<file path="config.mk">
export PLATFORM = sky130hd
export DESIGN_NAME = led_row_scanner
export DESIGN_NICKNAME = d
export VERILOG_FILES = /design/src/rtl/led_row_scanner.sv
export SDC_FILE = /design/constraint.sdc
export NUM_CORES = 1
export LEC_CHECK = 0
export ABC_AREA = 1
export BUFFER_PORTS_ARGS = -buffer_cell sky130_fd_sc_hd__buf_2
export CAP_MARGIN = 20
export CELL_PAD_IN_SITES_DETAIL_PLACEMENT = 1
export CELL_PAD_IN_SITES_GLOBAL_PLACEMENT = 1
export CORE_MARGIN = 1
export CORE_UTILIZATION = 42
export CTS_BUF_LIST = sky130_fd_sc_hd__clkbuf_8
export DETAILED_ROUTE_END_ITERATION = 6
export PLACE_DENSITY = 0.74
export SETUP_SLACK_MARGIN = 0.15
export SLEW_MARGIN = 20
export SYNTH_ARGS = -nofsm -noshare
export SYNTH_HDL_FRONTEND = slang
export SYNTH_SLANG_ARGS = --single-unit
</file>
<file path="constraint.sdc">
create_clock -name clk -period 1.72 [get_ports clk]
set_input_delay 0.516 -clock clk [delete_from_list [all_inputs] [get_ports clk]]
set_output_delay 0.516 -clock clk [all_outputs]
set_load 0.01 [all_outputs]
</file>
<file path="src/rtl/led_row_scanner.sv">
// 8x8 frame buffer scanned one row at a time onto an LED matrix, with a blanking gap per row.
// Optional ROW_BLINK_EN adds blink_en/blink_row ports to flash a single row.
module led_row_scanner #(
  parameter int unsigned SCAN_DIV     = 50000,
  parameter int unsigned BLANK_CYCLES = 4,
  parameter int unsigned BLINK_DIV    = 12500000
) (
  input  logic       clk,
  input  logic       reset_n,
  input  logic       wr_en,
  input  logic [2:0] wr_row,
  input  logic [7:0] wr_data,
  input  logic       clr,
`ifdef ROW_BLINK_EN
  input  logic       blink_en,
  input  logic [2:0] blink_row,
`endif
  output logic [7:0] row_sel,
  output logic [7:0] col_data,
  output logic       frame_tick
);

  localparam int unsigned CW = (SCAN_DIV > 1) ? $clog2(SCAN_DIV) : 1;

  if (SCAN_DIV < BLANK_CYCLES + 2 || BLINK_DIV < 2) begin : g_param_check
    $error("led_row_scanner: SCAN_DIV must be >= BLANK_CYCLES+2 and BLINK_DIV >= 2");
  end

  logic [7:0]    buffer [8];
  logic [CW-1:0] cnt;
  logic [CW-1:0] cnt_next;
  logic [2:0]    scan_row;
  logic [2:0]    scan_row_next;
  logic          wrap;
  logic          blank_slot;
  logic          blink_mask;

  always_comb begin
    wrap          = (cnt == CW'(SCAN_DIV - 1));
    cnt_next      = wrap ? '0 : cnt + 1'b1;
    scan_row_next = wrap ? scan_row + 3'd1 : scan_row;
    blank_slot    = (cnt_next < CW'(BLANK_CYCLES));
  end

`ifdef ROW_BLINK_EN
  localparam int unsigned BW = $clog2(BLINK_DIV);

  logic [BW-1:0] blink_cnt;
  logic [BW-1:0] blink_cnt_next;
  logic          blink_on;
  logic          blink_on_next;
  logic          blink_wrap;

  always_comb begin
    blink_wrap     = (blink_cnt == BW'(BLINK_DIV - 1));
    blink_cnt_next = blink_wrap ? '0 : blink_cnt + 1'b1;
    blink_on_next  = blink_wrap ? ~blink_on : blink_on;
    blink_mask     = blink_en && !blink_on_next && (scan_row_next == blink_row);
  end

  always_ff @(posedge clk or negedge reset_n) begin
    if (!reset_n) begin
      blink_cnt <= '0;
      blink_on  <= 1'b1;
    end else begin
      blink_cnt <= blink_cnt_next;
      blink_on  <= blink_on_next;
    end
  end
`else
  always_comb begin
    blink_mask = 1'b0;
  end
`endif

  always_ff @(posedge clk or negedge reset_n) begin
    if (!reset_n) begin
      cnt      <= '0;
      scan_row <= '0;
    end else begin
      cnt      <= cnt_next;
      scan_row <= scan_row_next;
    end
  end

  // Clear has priority over a same-cycle write.
  always_ff @(posedge clk or negedge reset_n) begin
    if (!reset_n) begin
      for (int unsigned i = 0; i < 8; i++) buffer[i] <= '0;
    end else if (clr) begin
      for (int unsigned i = 0; i < 8; i++) buffer[i] <= '0;
    end else if (wr_en) begin
      buffer[wr_row] <= wr_data;
    end
  end

  // Outputs are registered from next-state values so they align with cnt/scan_row.
  always_ff @(posedge clk or negedge reset_n) begin
    if (!reset_n) begin
      row_sel    <= 8'h01;
      col_data   <= '0;
      frame_tick <= 1'b0;
    end else begin
      row_sel    <= 8'h01 << scan_row_next;
      col_data   <= (blank_slot || blink_mask) ? '0 : buffer[scan_row_next];
      frame_tick <= wrap && (scan_row == 3'd7);
    end
  end

endmodule

</file>
# Word level (Yosys, flattened, before mapping)
# Index checks and enable logic that the tools add are counted.
# Widths: inputs -> output; s select.
[totals] regBits=100 input_bits=15 output_inout_bits=17 wordCells=38
[classes] n_addsub=2 n_lt_le_gt_ge=4 n_eq_ne=2 shifts=1 mux=11 bitwise=2 reduce_logical=3
[ops] cell="$mux 64" n=2
[ops] cell="$bwmux 64" n=1
[ops] cell="$mux 8" n=4
[ops] cell="$bmux 8 s3" n=1
[ops] cell="$demux 8 s3" n=1
[ops] cell="$add 16x1->16 const B" n=1
[ops] cell="$eq 16x16->1 const B" n=1
[ops] cell="$lt 16x3->1 const B" n=1
[ops] cell="$mux 16" n=1
[ops] cell="$ge 4x4->1 const B" n=2
[ops] cell="$not 3->4" n=2
[ops] cell="$shl 1x3->8 const A" n=1
[ops] cell="$lt 4x1->1 const B" n=1
[ops] cell="$add 3x1->3 const B" n=1
[ops] cell="$eq 3x3->1 const B" n=1
[ops] cell="$mux 3" n=1
[ops] cell="$logic_and 1x1->1" n=2
[ops] cell="$reduce_bool 2->1" n=1

# Logic depth before layout (Yosys ltp)
# Gate-level depths: netlist of the first run.
[depth] depth_word=8 ltp_mapped=14 mapped_depth_nobuf=13

# Least setup slack after synthesis of the first run
# OpenSTA, ideal clock, no wires.
[synth_path] path_type="register to register" from="reg cnt[0]" to="reg col_data[0]" setup_ps=119 arrival_time_ps=1651 t_required_ps=1601 path_slack_ps=-50 stages_incl_launch_ff=12 n_path_buf=1 synth_period_minus_slack_ps=1770 path_cell_list="dfrtp_1 > ha_1 > nand3_4 > nor2_4 > nand2_4 > inv_2 > nor2_1 > nor2_4 > inv_4 > buf_2 > a21oi_1 > nor2_1"
[synth_between] elab_chain_len=7 elab_cells_between_ends=10 classes_between="add/sub: 1; order compare: 1; eq/ne: 1; mux: 6; bitwise: 1"
[synth_rtl] element="from (decl)" line="30" source="logic [CW-1:0] cnt;"
[synth_rtl] element="from (signal assigned)" line="81" source="cnt <= cnt_next;"
[synth_rtl] element="$eq 16x16->1" line="39" source="wrap = (cnt == CW'(SCAN_DIV - 1));"
[synth_rtl] element="$mux 3" line="41" source="scan_row_next = wrap ? scan_row + 3'd1 : scan_row;"
[synth_rtl] element="net scan_row_next[2]" line="33" source="logic [2:0] scan_row_next;"
[synth_rtl] element="$not 3->4 (not written as such)" line="105" source="col_data <= (blank_slot || blink_mask) ? '0 : buffer[scan_row_next];"
[synth_rtl] element="$bmux 8 s3" line="105"
[synth_rtl] element="$mux 8 (not written as such) (2 in series)" line="105"
[synth_rtl] element="$mux 8" line="105"
[synth_rtl] element="to (signal assigned)" line="105"
[synth_rtl] element="to (decl)" line="19" source="output logic [7:0] col_data,"
# The timed path passes the listed nets, and every way through them passes these cells. The select of a mux whose other input is x is not followed.
# A chain may end at the register's enable or synchronous reset.

# Worst setup path after layout of the first run
# Ends and elaborated chain as after synthesis.

==> run_results.csv, run 1 <==
group,metric,value,unit
status,status,"finished with violations",
status,violations,"setup timing",
cells_and_area,final_cells,870,
cells_and_area,drive_gt1_frac,0.2737,
floorplanning,rows,39,
grt,overflow,0,
cts,cts_buffers,9,
sta,finalHoldViolations,0,
setup_path,crit_cells,11,
placed_design,dpl-instance-area,5746,um2
cells_and_area,final_common_cell,"nand2_1",
setup_path,regToRegEndpoint,"col_data[0]$_DFF_PN0_",
floorplanning,io_pins,32,
setup_path,path_buf_inv,3,
power,pwr-share-comb,0.062,
floorplanning,start_util,0.4293,
floorplanning,coreArea,11370,um2
drt,drt-vias-per-instance,5.268,
setup_path,path_max_fanout,8,
setup_path,worstPathCellList,"ha_4 > nand3_4 > nor2_4 > nand2_4 > buf_6 > inv_4 > nor2_4 > nor2_4 > inv_2 > a21oi_2 > nor2_1",
grt,grt_max_degree,35,
grt,grt_antenna_before_repair,0,
power,power.density,705.3,nW/um2
drt,num_vias,4583,
yosys,syn_area,4881,um2
setup_path,crit_path_frequent_cell,"nor2_4",
yosys,ys_types,28,
cts,path_clk_slew,0.10,ns
flow_run,cap_violations,0,
power,sw_frac_of_total,0.2394,
setup_path,cp-end-kind,"register",
drt,drt_pass1_iterations,4,
sta,fin_crit,1.957,ns
cts,cts_tree,"yes",
sta,slew_viol_final,0,
setup_path,critPathCapture,"col_data[0]$_DFF_PN0_",
grt,grt_pass1_vias,4690,
sta,skew,0.01187,ns
drt,wl_per_cell,18.34,um
floorplanning,dieHeight,109.8,um
placed_design,dp_cells,843,
power,p_leak,0.003319,uW
power,ir_drop,461.1,uV
yosys,synth_fp_nets,636,
grt,grt_use_total,0.2709,
floorplanning,die_x,109.8,um
sta,setup_slack,-0.2373,ns
setup_path,setup.worst_path.start,"cnt[0]$_DFF_PN0_",
setup_path,crit_path_max_incr_delay,0.43,ns
setup_path,criticalPathCategory,"reg -> reg",
setup_path,required,2.00,ns
cells_and_area,finalInstanceArea,6386,um2
drt,drt_iter0_drc,232,
cts,clock_latency,0.38,ns
setup_path,reg2reg_from,"cnt[0]$_DFF_PN0_",
min_path,hp-class,"in -> async",
yosys,synth-seq-cells,100,
drt,drcViolationCount,0,
power,p_clk_frac,0.406,
cells_and_area,diodes,0,
cts,clk_path_buf_depth,2,
setup_path,slowest_stage,"dfrtp_1",
setup_path,r2r_slack,-0.24,ns
cells_and_area,final_nets,740,
sta,setup_viol,16,
drt,postRouteAntennaNets,0,
grt,grt_pass1_wl,24.13,mm
power,seqPwrFrac,0.532,
sta,fmax,0.5109,GHz
setup_path,cp.arrival,2.23,ns
floorplanning,die_area,12060,um2
yosys,yosysSeqAreaShare,0.5129,
placed_design,hpwl,10.89,mm
cells_and_area,final_cell_mix,"nand2_1 (178), dfrtp_1 (99), inv_1 (95), buf_4 (63), o22ai_1 (56)",
cts,cts_root_buf,"clkbuf_8",
sta,rsz0062_at_grt,"yes",
power,switching_power,1078,uW
power,power.internal,3426,uW
yosys,postSynthCellCount,618,
setup_path,critPathTopFamily,"simple AND/OR/NAND/NOR gates",
sta,period_share,1.138,
sta,fin_hold_ws,0.06975,ns
placed_design,port-buffer-count,31,
drt,wirelength,15.95,mm
yosys,syn_avg_cell_area,7.898,um2
setup_path,start_kind,"register",
setup_path,ff2ff_path_depth,11,
yosys,yosysWarnings,0,
sta,max_slew_margin,0.6300,
placed_design,routabilityCongestion,0.8654,
sta,worst_slew_pin_slew,0.5536,ns
cts,cts.sinks,100,
cts,cts_max_level,3,
cells_and_area,layout-area-overhead-vs-synth,30.84,%
cells_and_area,n_fill_cell,1404,
-- sequential cells by signal, indices dropped and copies added, names as in the netlist --
signal / cells
frame_tick: 1
buffer: 64
cnt: 16
col_data: 8
scan_row: 3
row_sel: 8
-- worst reg2reg max path, cell delays in order (launching register included) --
cell,delay (ns)
dfrtp_1,0.43
ha_4,0.17
nand3_4,0.11
nor2_4,0.19
nand2_4,0.13
buf_6,0.16
inv_4,0.06
nor2_4,0.04
nor2_4,0.16
inv_2,0.14
a21oi_2,0.19
nor2_1,0.08
-- logic make-up after synthesis --
family,count (synthesis),share of synthesized area
AOI/OAI and AO/OA,80,0.09972
and+or+nand+nor,319,0.2838
DFF,100,0.5129
buffers and inverters,116,0.09587
adders and majority gates,3,0.007691
-- per-layer routing --
layer / global-route usage / vias up / wire length [um]
met4: 0.1133 / 0 / 360
met3: 0.03260 / 24 / 347
li1: - / 2183 / -
met1: 0.3581 / 2301 / 7239
met2: 0.4487 / 75 / 8007
met5: 0 / - / 0
-- power groups by stage --
stage	Sequential, uW	Combinational, uW	Clock (uW)
CTS	2400	276	1850
finish	2400	278	1830
detailed placement	2440	274	0
global route	2400	310	1930
floorplan	2440	125	0
global placement	2440	265	0
-- through the flow --
step	util	worst slack [ns]	TNS [ns]	total power (uW)
6_report	0.5617	-0.2373	-2.765	4504
5_1_grt	0.5617	-0.3321	-4.386	4643
4_1_cts	0.5468	-0.1626	-1.475	4519
3_5_place_dp	0.5053	-0.2440	-2.431	2717
3_3_place_gp	0.5053	-0.1395	-1.345	2706
2_1_floorplan	-	0.04912	0	2566
-- Yosys cell counts --
library cell  count  area [um2]
nand3_1          51       255.2
buf_2             6       30.03
nand2_2           3       18.77
ha_1              3       37.54
inv_4             1       6.260
dfstp_2           1       26.28
buf_1             1       3.750
a21oi_1           7       35.03
nor3_1            1       5.000
clkbuf_1          5       18.77
nand3_2           3       30.03
nor2_1           48       180.2
o21ai_2           1       8.760
dfrtp_1          99        2477
nand3_4           1       17.52
a21o_1            2       15.01
o22ai_1          56       350.3
inv_1            96       360.4
buf_6             2       22.52
nor2_4            3       33.78
buf_4             2       15.01
o21bai_1          3       22.52
nand2_4           3       33.78
nor2_2            3       18.77
nand2_1         191       716.9
inv_2             3       11.26
nand4_1          12       75.07
o21ai_0          11       55.05
-- repair_timing --
item                       4_1_cts  5_1_grt
resized for setup               47       31
hold buffers                     0        0
buffers inserted                 7        2
gates cloned                     1        1
setup endpoints to repair       20       26
pin swaps                       14       12
-- cell type report --
class                   count  area, um2  area share
repair inverters            1      3.754   0.0005878
repair buffers            108      863.3      0.1352
clock buffers               9      123.9     0.01940
inverters                 100      387.9     0.06074
multi-input cells         402       2210      0.3460
clock inverters             7      115.1     0.01803
flip-flops and latches    100       2504      0.3920
well taps                 143      178.9     0.02802
-- worst min path at each step --
stage,to,cells past startpoint
3_3_place_gp,cnt[15]$_DFF_PN0_,1
2_1_floorplan,buffer[0]$_DFFE_PN0P_,0
4_1_cts,cnt[7]$_DFF_PN0_,1
3_5_place_dp,cnt[15]$_DFF_PN0_,1
6_report,cnt[10]$_DFF_PN0_,1
5_1_grt,cnt[4]$_DFF_PN0_,1
No activity file was read; power rests on OpenSTA's default activity.
==> run 2, diff against run 1 <==
--- a/config.mk
+++ b/config.mk
@@ -8,7 +8,7 @@
 export ABC_AREA = 1
 export BUFFER_PORTS_ARGS = -buffer_cell sky130_fd_sc_hd__buf_2
 export CAP_MARGIN = 20
-export CELL_PAD_IN_SITES_DETAIL_PLACEMENT = 1
+export CELL_PAD_IN_SITES_DETAIL_PLACEMENT = 0
 export CELL_PAD_IN_SITES_GLOBAL_PLACEMENT = 1
 export CORE_MARGIN = 1
 export CORE_UTILIZATION = 42
==> run 2 against run 1 <==
Compared with the run above:
- the run still ends with setup timing left
- power shrank 9.0%
- maximum frequency increased by 6.6%
- final cell count rose by 0.23%
- critical endpoint is now col_data[1]$_DFF_PN0_
- register-to-register slack gained 0.12 ns
- die area did not move
==> run_results.csv, run 2 (synthesis results as in run 1) <==
group,metric,value,unit
drt,wirelength,13.58,mm
sta,finalHoldViolations,0,
setup_path,r2r_slack,-0.12,ns
grt,grt_use_total,0.2475,
cts,path_clk_slew,0.10,ns
sta,fin_crit,1.836,ns
cells_and_area,finalInstanceArea,6345,um2
power,power.density,646.2,nW/um2
cells_and_area,final_cells,872,
setup_path,cp-end-kind,"register",
setup_path,setup.worst_path.start,"cnt[1]$_DFF_PN0_",
cts,cts_tree,"yes",
cts,clock_latency,0.39,ns
sta,worst_slew_pin_slew,0.5498,ns
setup_path,worstPathCellList,"ha_4 > nand3_4 > nor2_4 > buf_6 > nand3_4 > nand2_8 > nand2_1 > nand2_1 > nand2_1 > a21oi_2 > nor2_1",
setup_path,required,2.01,ns
cells_and_area,top_register,"buffer",
setup_path,critPathCapture,"col_data[1]$_DFF_PN0_",
grt,grt_pass1_vias,4303,
drt,drt_iter0_drc,274,
setup_path,cp.arrival,2.12,ns
cells_and_area,reg_top3,"buffer x64, cnt x16",
cts,cts_buffers,9,
cells_and_area,diodes,0,
cts,clk_path_buf_depth,2,
power,ir_drop,528.2,uV
cells_and_area,drive_gt1_frac,0.2840,
status,violations,"setup timing",
cells_and_area,largest_register_ff_count,64,
setup_path,slowest_stage,"dfrtp_1",
grt,grt_max_degree,35,
cells_and_area,fin_util,0.5581,
grt,grt_antenna_before_repair,0,
setup_path,crit_path_max_incr_delay,0.43,ns
drt,postRouteAntennaNets,0,
cells_and_area,final_common_cell,"nand2_1",
placed_design,hpwl,9.667,mm
grt,grt_pass1_wl,21.92,mm
flow_run,cap_violations,0,
floorplanning,die_x,109.8,um
cells_and_area,final_nets,742,
drt,num_vias,4434,
drt,drt-vias-per-instance,5.085,
drt,drcViolationCount,0,
power,p_leak,0.003264,uW
grt,overflow,0,
placed_design,dpl-instance-area,5746,um2
setup_path,regToRegEndpoint,"col_data[1]$_DFF_PN0_",
cts,cts_max_level,3,
floorplanning,coreArea,11370,um2
setup_path,crit_path_frequent_cell,"nand2_1",
floorplanning,start_util,0.4293,
setup_path,criticalPathCategory,"reg -> reg",
floorplanning,dieHeight,109.8,um
sta,rsz0062_at_grt,"yes",
status,status,"finished with violations",
sta,setup_slack,-0.1165,ns
floorplanning,rows,39,
min_path,hp-class,"in -> async",
cells_and_area,layout-area-overhead-vs-synth,29.99,%
placed_design,port-buffer-count,31,
setup_path,ff2ff_path_depth,11,
placed_design,routabilityCongestion,0.8654,
drt,drt_pass1_iterations,4,
sta,max_slew_margin,0.6326,
sta,slew_viol_final,0,
sta,period_share,1.068,
sta,fmax,0.5445,GHz
setup_path,start_kind,"register",
cells_and_area,final_cell_mix,"nand2_1 (174), dfrtp_1 (99), inv_1 (95), buf_4 (67), o22ai_1 (56)",
floorplanning,die_area,12060,um2
cts,holdBufCountCts,0,
sta,setup_viol,13,
cts,cts_root_buf,"clkbuf_8",
setup_path,path_max_fanout,18,
cts,cts.sinks,100,
placed_design,dp_cells,843,
sta,skew,0.01084,ns
floorplanning,io_pins,32,
setup_path,reg2reg_from,"cnt[1]$_DFF_PN0_",
drt,wl_per_cell,15.57,um
run 2: worst min-delay path by stage:
stage | startpoint | end | depth (start not counted)
finish | reset_n | cnt[4]$_DFF_PN0_ | 1
global route | reset_n | cnt[4]$_DFF_PN0_ | 1
CTS | reset_n | cnt[0]$_DFF_PN0_ | 1
detailed placement | reset_n | cnt[7]$_DFF_PN0_ | 1
global placement | reset_n | cnt[15]$_DFF_PN0_ | 1
floorplan | reset_n | buffer[0]$_DFFE_PN0P_ | 0
run 2: stage by stage:
stage,hold WS (ns),power [uW],setup TNS (ns),setup slack [ns]
floorplan,0.2204,2566,0,0.04912
finish,0.05734,4100,-0.9253,-0.1165
CTS,0.06097,4139,-0.6281,-0.07553
global route,0.06177,4273,-2.685,-0.2544
global placement,0.4845,2706,-1.345,-0.1395
detailed placement,0.4872,2712,-1.711,-0.1701
run 2: repair_timing:
action                     in CTS  in global routing
gates resized for setup        40                 42
setup buffers                   8                  4
setup endpoints to repair      18                 23
pin swaps                      14                 29
cloned                          1                  0
run 2: worst max-delay path, delay by kind of cell (launching register included):
| family | cells | cell delay, ns |
|---|---|---|
| AO/OA/AOI/OAI | 1 | 0.15 |
| adder cells (fa/ha/maj) | 1 | 0.17 |
| buffers and inverters | 1 | 0.11 |
| AND/OR/NAND/NOR | 8 | 0.85 |
| flip-flops | 1 | 0.43 |
run 2: layout make-up:
type,count,area (um2)
inverters,100,385.4
well taps,143,178.9
multi-input cells,402,2223
fillers,1104,5025
flip-flops and latches,100,2504
clock inverters,5,30.03
repair buffers,111,872.1
clock buffers,11,151.4
run 2: report_power, final:
group | switching [uW] | internal [uW]
Combinational | 193 | 77.8
Clock | 836 | 599
Sequential | 10.9 | 2380
run 2: metal layers:
layer  routed length (um)  global-route usage  share of wire  up-vias
met5                    0                   0              0        -
met4                  425              0.1152          0.031        0
met3                  465             0.04861          0.034       27
met2                 6398              0.3857           0.47       95
met1                 6287              0.3308           0.46     2127
li1                     -                   -              -     2185
==> run 3, diff against run 2 <==
--- a/config.mk
+++ b/config.mk
@@ -10,11 +10,13 @@
 export CAP_MARGIN = 20
 export CELL_PAD_IN_SITES_DETAIL_PLACEMENT = 0
 export CELL_PAD_IN_SITES_GLOBAL_PLACEMENT = 1
+export CORE_ASPECT_RATIO = 0.75
 export CORE_MARGIN = 1
 export CORE_UTILIZATION = 42
 export CTS_BUF_LIST = sky130_fd_sc_hd__clkbuf_8
 export DETAILED_ROUTE_END_ITERATION = 6
-export PLACE_DENSITY = 0.74
+export PLACE_DENSITY_LB_ADDON = 0.12
+export RECOVER_POWER = 25
 export SETUP_SLACK_MARGIN = 0.15
 export SLEW_MARGIN = 20
 export SYNTH_ARGS = -nofsm -noshare
==> run 3 against run 2 <==
Compared with the run above:
- the run still ends with setup timing left
- via count fell by 0.79%
- clock power fell by 6%
- critical path type unchanged
- clock-buffer cell count fell by 1
- worst hold slack improved by 0.32 ns
- maximum frequency fell by 2.3%
- core utilization rose by 1.2 points
==> run_results.csv, run 3 (synthesis results as in run 1) <==
group,metric,value,unit
power,power.density,632.4,nW/um2
placed_design,dp_cells,839,
floorplanning,coreArea,11110,um2
cells_and_area,fin_util,0.5698,
sta,skew,0.01423,ns
cells_and_area,layout-area-overhead-vs-synth,29.66,%
cts,cts_max_level,3,
power,p_leak,0.003313,uW
sta,rsz0062_at_grt,"yes",
setup_path,critPathTopFamily,"simple AND/OR/NAND/NOR gates",
drt,wirelength,13.72,mm
grt,grt_use_total,0.2423,
placed_design,port-buffer-count,31,
cells_and_area,largest_register_ff_count,64,
setup_path,cp.arrival,2.15,ns
sta,finalHoldViolations,0,
sta,max_slew_margin,0.1863,
sta,fmax,0.5319,GHz
cells_and_area,top_register,"buffer",
cts,cts_tree,"yes",
setup_path,path_buf_inv,2,
setup_path,path_max_fanout,7,
sta,setup_slack,-0.1602,ns
setup_path,start_kind,"register",
cts,clk_path_buf_depth,2,
drt,drcViolationCount,0,
grt,grt_antenna_before_repair,0,
cts,cts.sinks,100,
cts,holdBufCountCts,0,
cells_and_area,final_cell_mix,"nand2_1 (178), dfrtp_1 (99), inv_1 (96), buf_4 (61), o22ai_1 (56)",
cts,cts_root_buf,"clkbuf_8",
drt,drt-vias-per-instance,5.056,
setup_path,criticalPathCategory,"reg -> reg",
setup_path,ff2ff_path_depth,12,
grt,grt_pass1_vias,4211,
sta,setup_viol,16,
placed_design,pre_cts_ws,-0.1967,ns
sta,slew_viol_final,0,
cells_and_area,final_nets,743,
sta,fin_hold_ws,0.3766,ns
flow_run,cap_violations,0,
min_path,hp-class,"in -> async",
cells_and_area,diodes,0,
cells_and_area,reg_top3,"buffer x64, cnt x16",
floorplanning,die_area,12060,um2
grt,grt_pass1_wl,22.13,mm
drt,postRouteAntennaNets,0,
sta,worst_slew_pin_slew,1.221,ns
power,ir_drop,468.9,uV
placed_design,routabilityCongestion,0.8375,
cts,cts_buffers,9,
setup_path,required,1.99,ns
floorplanning,rows,33,
setup_path,cp-end-kind,"register",
cts,path_clk_slew,0.10,ns
floorplanning,die_x,126.5,um
setup_path,worstPathCellList,"ha_4 > nand3_4 > nor2_4 > nand2_4 > nand2_2 > o21ai_4 > buf_12 > clkbuf_16 > nand2_1 > nand2_1 > nor2_1 > nor2_1",
status,status,"finished with violations",
setup_path,crit_path_max_incr_delay,0.40,ns
setup_path,slowest_stage,"dfrtp_1",
floorplanning,dieHeight,95.36,um
drt,num_vias,4399,
cells_and_area,drive_gt1_frac,0.2630,
setup_path,regToRegEndpoint,"col_data[6]$_DFF_PN0_",
setup_path,r2r_slack,-0.16,ns
status,violations,"setup timing",
floorplanning,start_util,0.4395,
cts,clock_latency,0.37,ns
floorplanning,io_pins,32,
cells_and_area,final_common_cell,"nand2_1",
sta,period_share,1.093,
placed_design,hpwl,9.642,mm
drt,wl_per_cell,15.77,um
sta,fin_crit,1.880,ns
drt,drt_iter0_drc,248,
setup_path,reg2reg_from,"cnt[1]$_DFF_PN0_",
grt,overflow,0,
grt,grt_max_degree,45,
drt,drt_pass1_iterations,5,
cells_and_area,final_cells,870,
cells_and_area,n_fill_cell,1033,
-- run 3: cell types whose count changed in the layout (fill, tap and decap cells not counted), sizes merged --
| cell | change |
|---|---|
| buf | -3 |
| clkbuf | +2 |
| clkinv | -1 |
| clkinvlp | +1 |
| inv | +2 |
-- run 3: worst reg2reg max path, stage by stage (launching register included) --
cell and delay (ns):
dfrtp_1 0.40, ha_4 0.17, nand3_4 0.11, nor2_4 0.17
nand2_4 0.13, nand2_2 0.11, o21ai_4 0.06, buf_12 0.14
clkbuf_16 0.15, nand2_1 0.10, nand2_1 0.07, nor2_1 0.12
nor2_1 0.05
-- run 3: worst max-delay path by stage --
stage | to | start | cells after the start
after floorplan | col_data[4]$_DFF_PN0_ | cnt[0]$_DFF_PN0_ | 11
after global placement | col_data[7]$_DFF_PN0_ | cnt[0]$_DFF_PN0_ | 11
after detailed placement | col_data[6]$_DFF_PN0_ | cnt[0]$_DFF_PN0_ | 11
after CTS | col_data[6]$_DFF_PN0_ | cnt[0]$_DFF_PN0_ | 12
after global routing | row_sel[2]$_DFF_PN0_ | cnt[1]$_DFF_PN0_ | 12
final | col_data[6]$_DFF_PN0_ | cnt[1]$_DFF_PN0_ | 12
-- run 3: repair_timing --
action                     in CTS  in global routing
gates resized for setup        44                 31
pin swaps                      17                 17
buffers inserted                5                  7
gates cloned                    0                  3
setup endpoints to repair      17                 20
hold endpoints to repair        0                  0
-- run 3: per-stage QoR --
stage | setup TNS [ns] | cell area, um2 | power, uW
2_1_floorplan | 0 | 4969 | 2566
3_3_place_gp | -1.733 | 5747 | 2711
3_5_place_dp | -2.036 | 5747 | 2714
4_1_cts | -0.9445 | 6102 | 4048
5_1_grt | -5.274 | 6329 | 4176
6_report | -1.995 | 6329 | 4002
-- run 3: power breakdown --
| part | switching [uW] | total (uW) | internal (uW) |
|---|---|---|---|
| sequential | 12.0 | 2400 | 2380 |
| combinational | 194 | 269 | 74.8 |
| clock | 794 | 1340 | 544 |
| total | 999 | 4000 | 3000 |
-- run 3: layout make-up --
type | instances | area, um2 | area share
Sequential cell | 100 | 2504 | 0.3956
Multi-Input combinational cell | 402 | 2166 | 0.3422
Timing Repair Buffer | 111 | 917.1 | 0.1449
Inverter | 100 | 390.4 | 0.06168
Tap cell | 140 | 175.2 | 0.02768
Clock buffer | 10 | 137.6 | 0.02175
Clock inverter | 6 | 27.53 | 0.004350
Timing Repair inverter | 1 | 11.26 | 0.001779
-- run 3: layer usage --
layer  up-vias  track usage  part of all wire
li1       2196            -                 -
met1      2075       0.3583              0.51
met2       114       0.3711              0.43
met3        14      0.03928             0.044
met4         0      0.05723             0.011
met5         -            0                 0
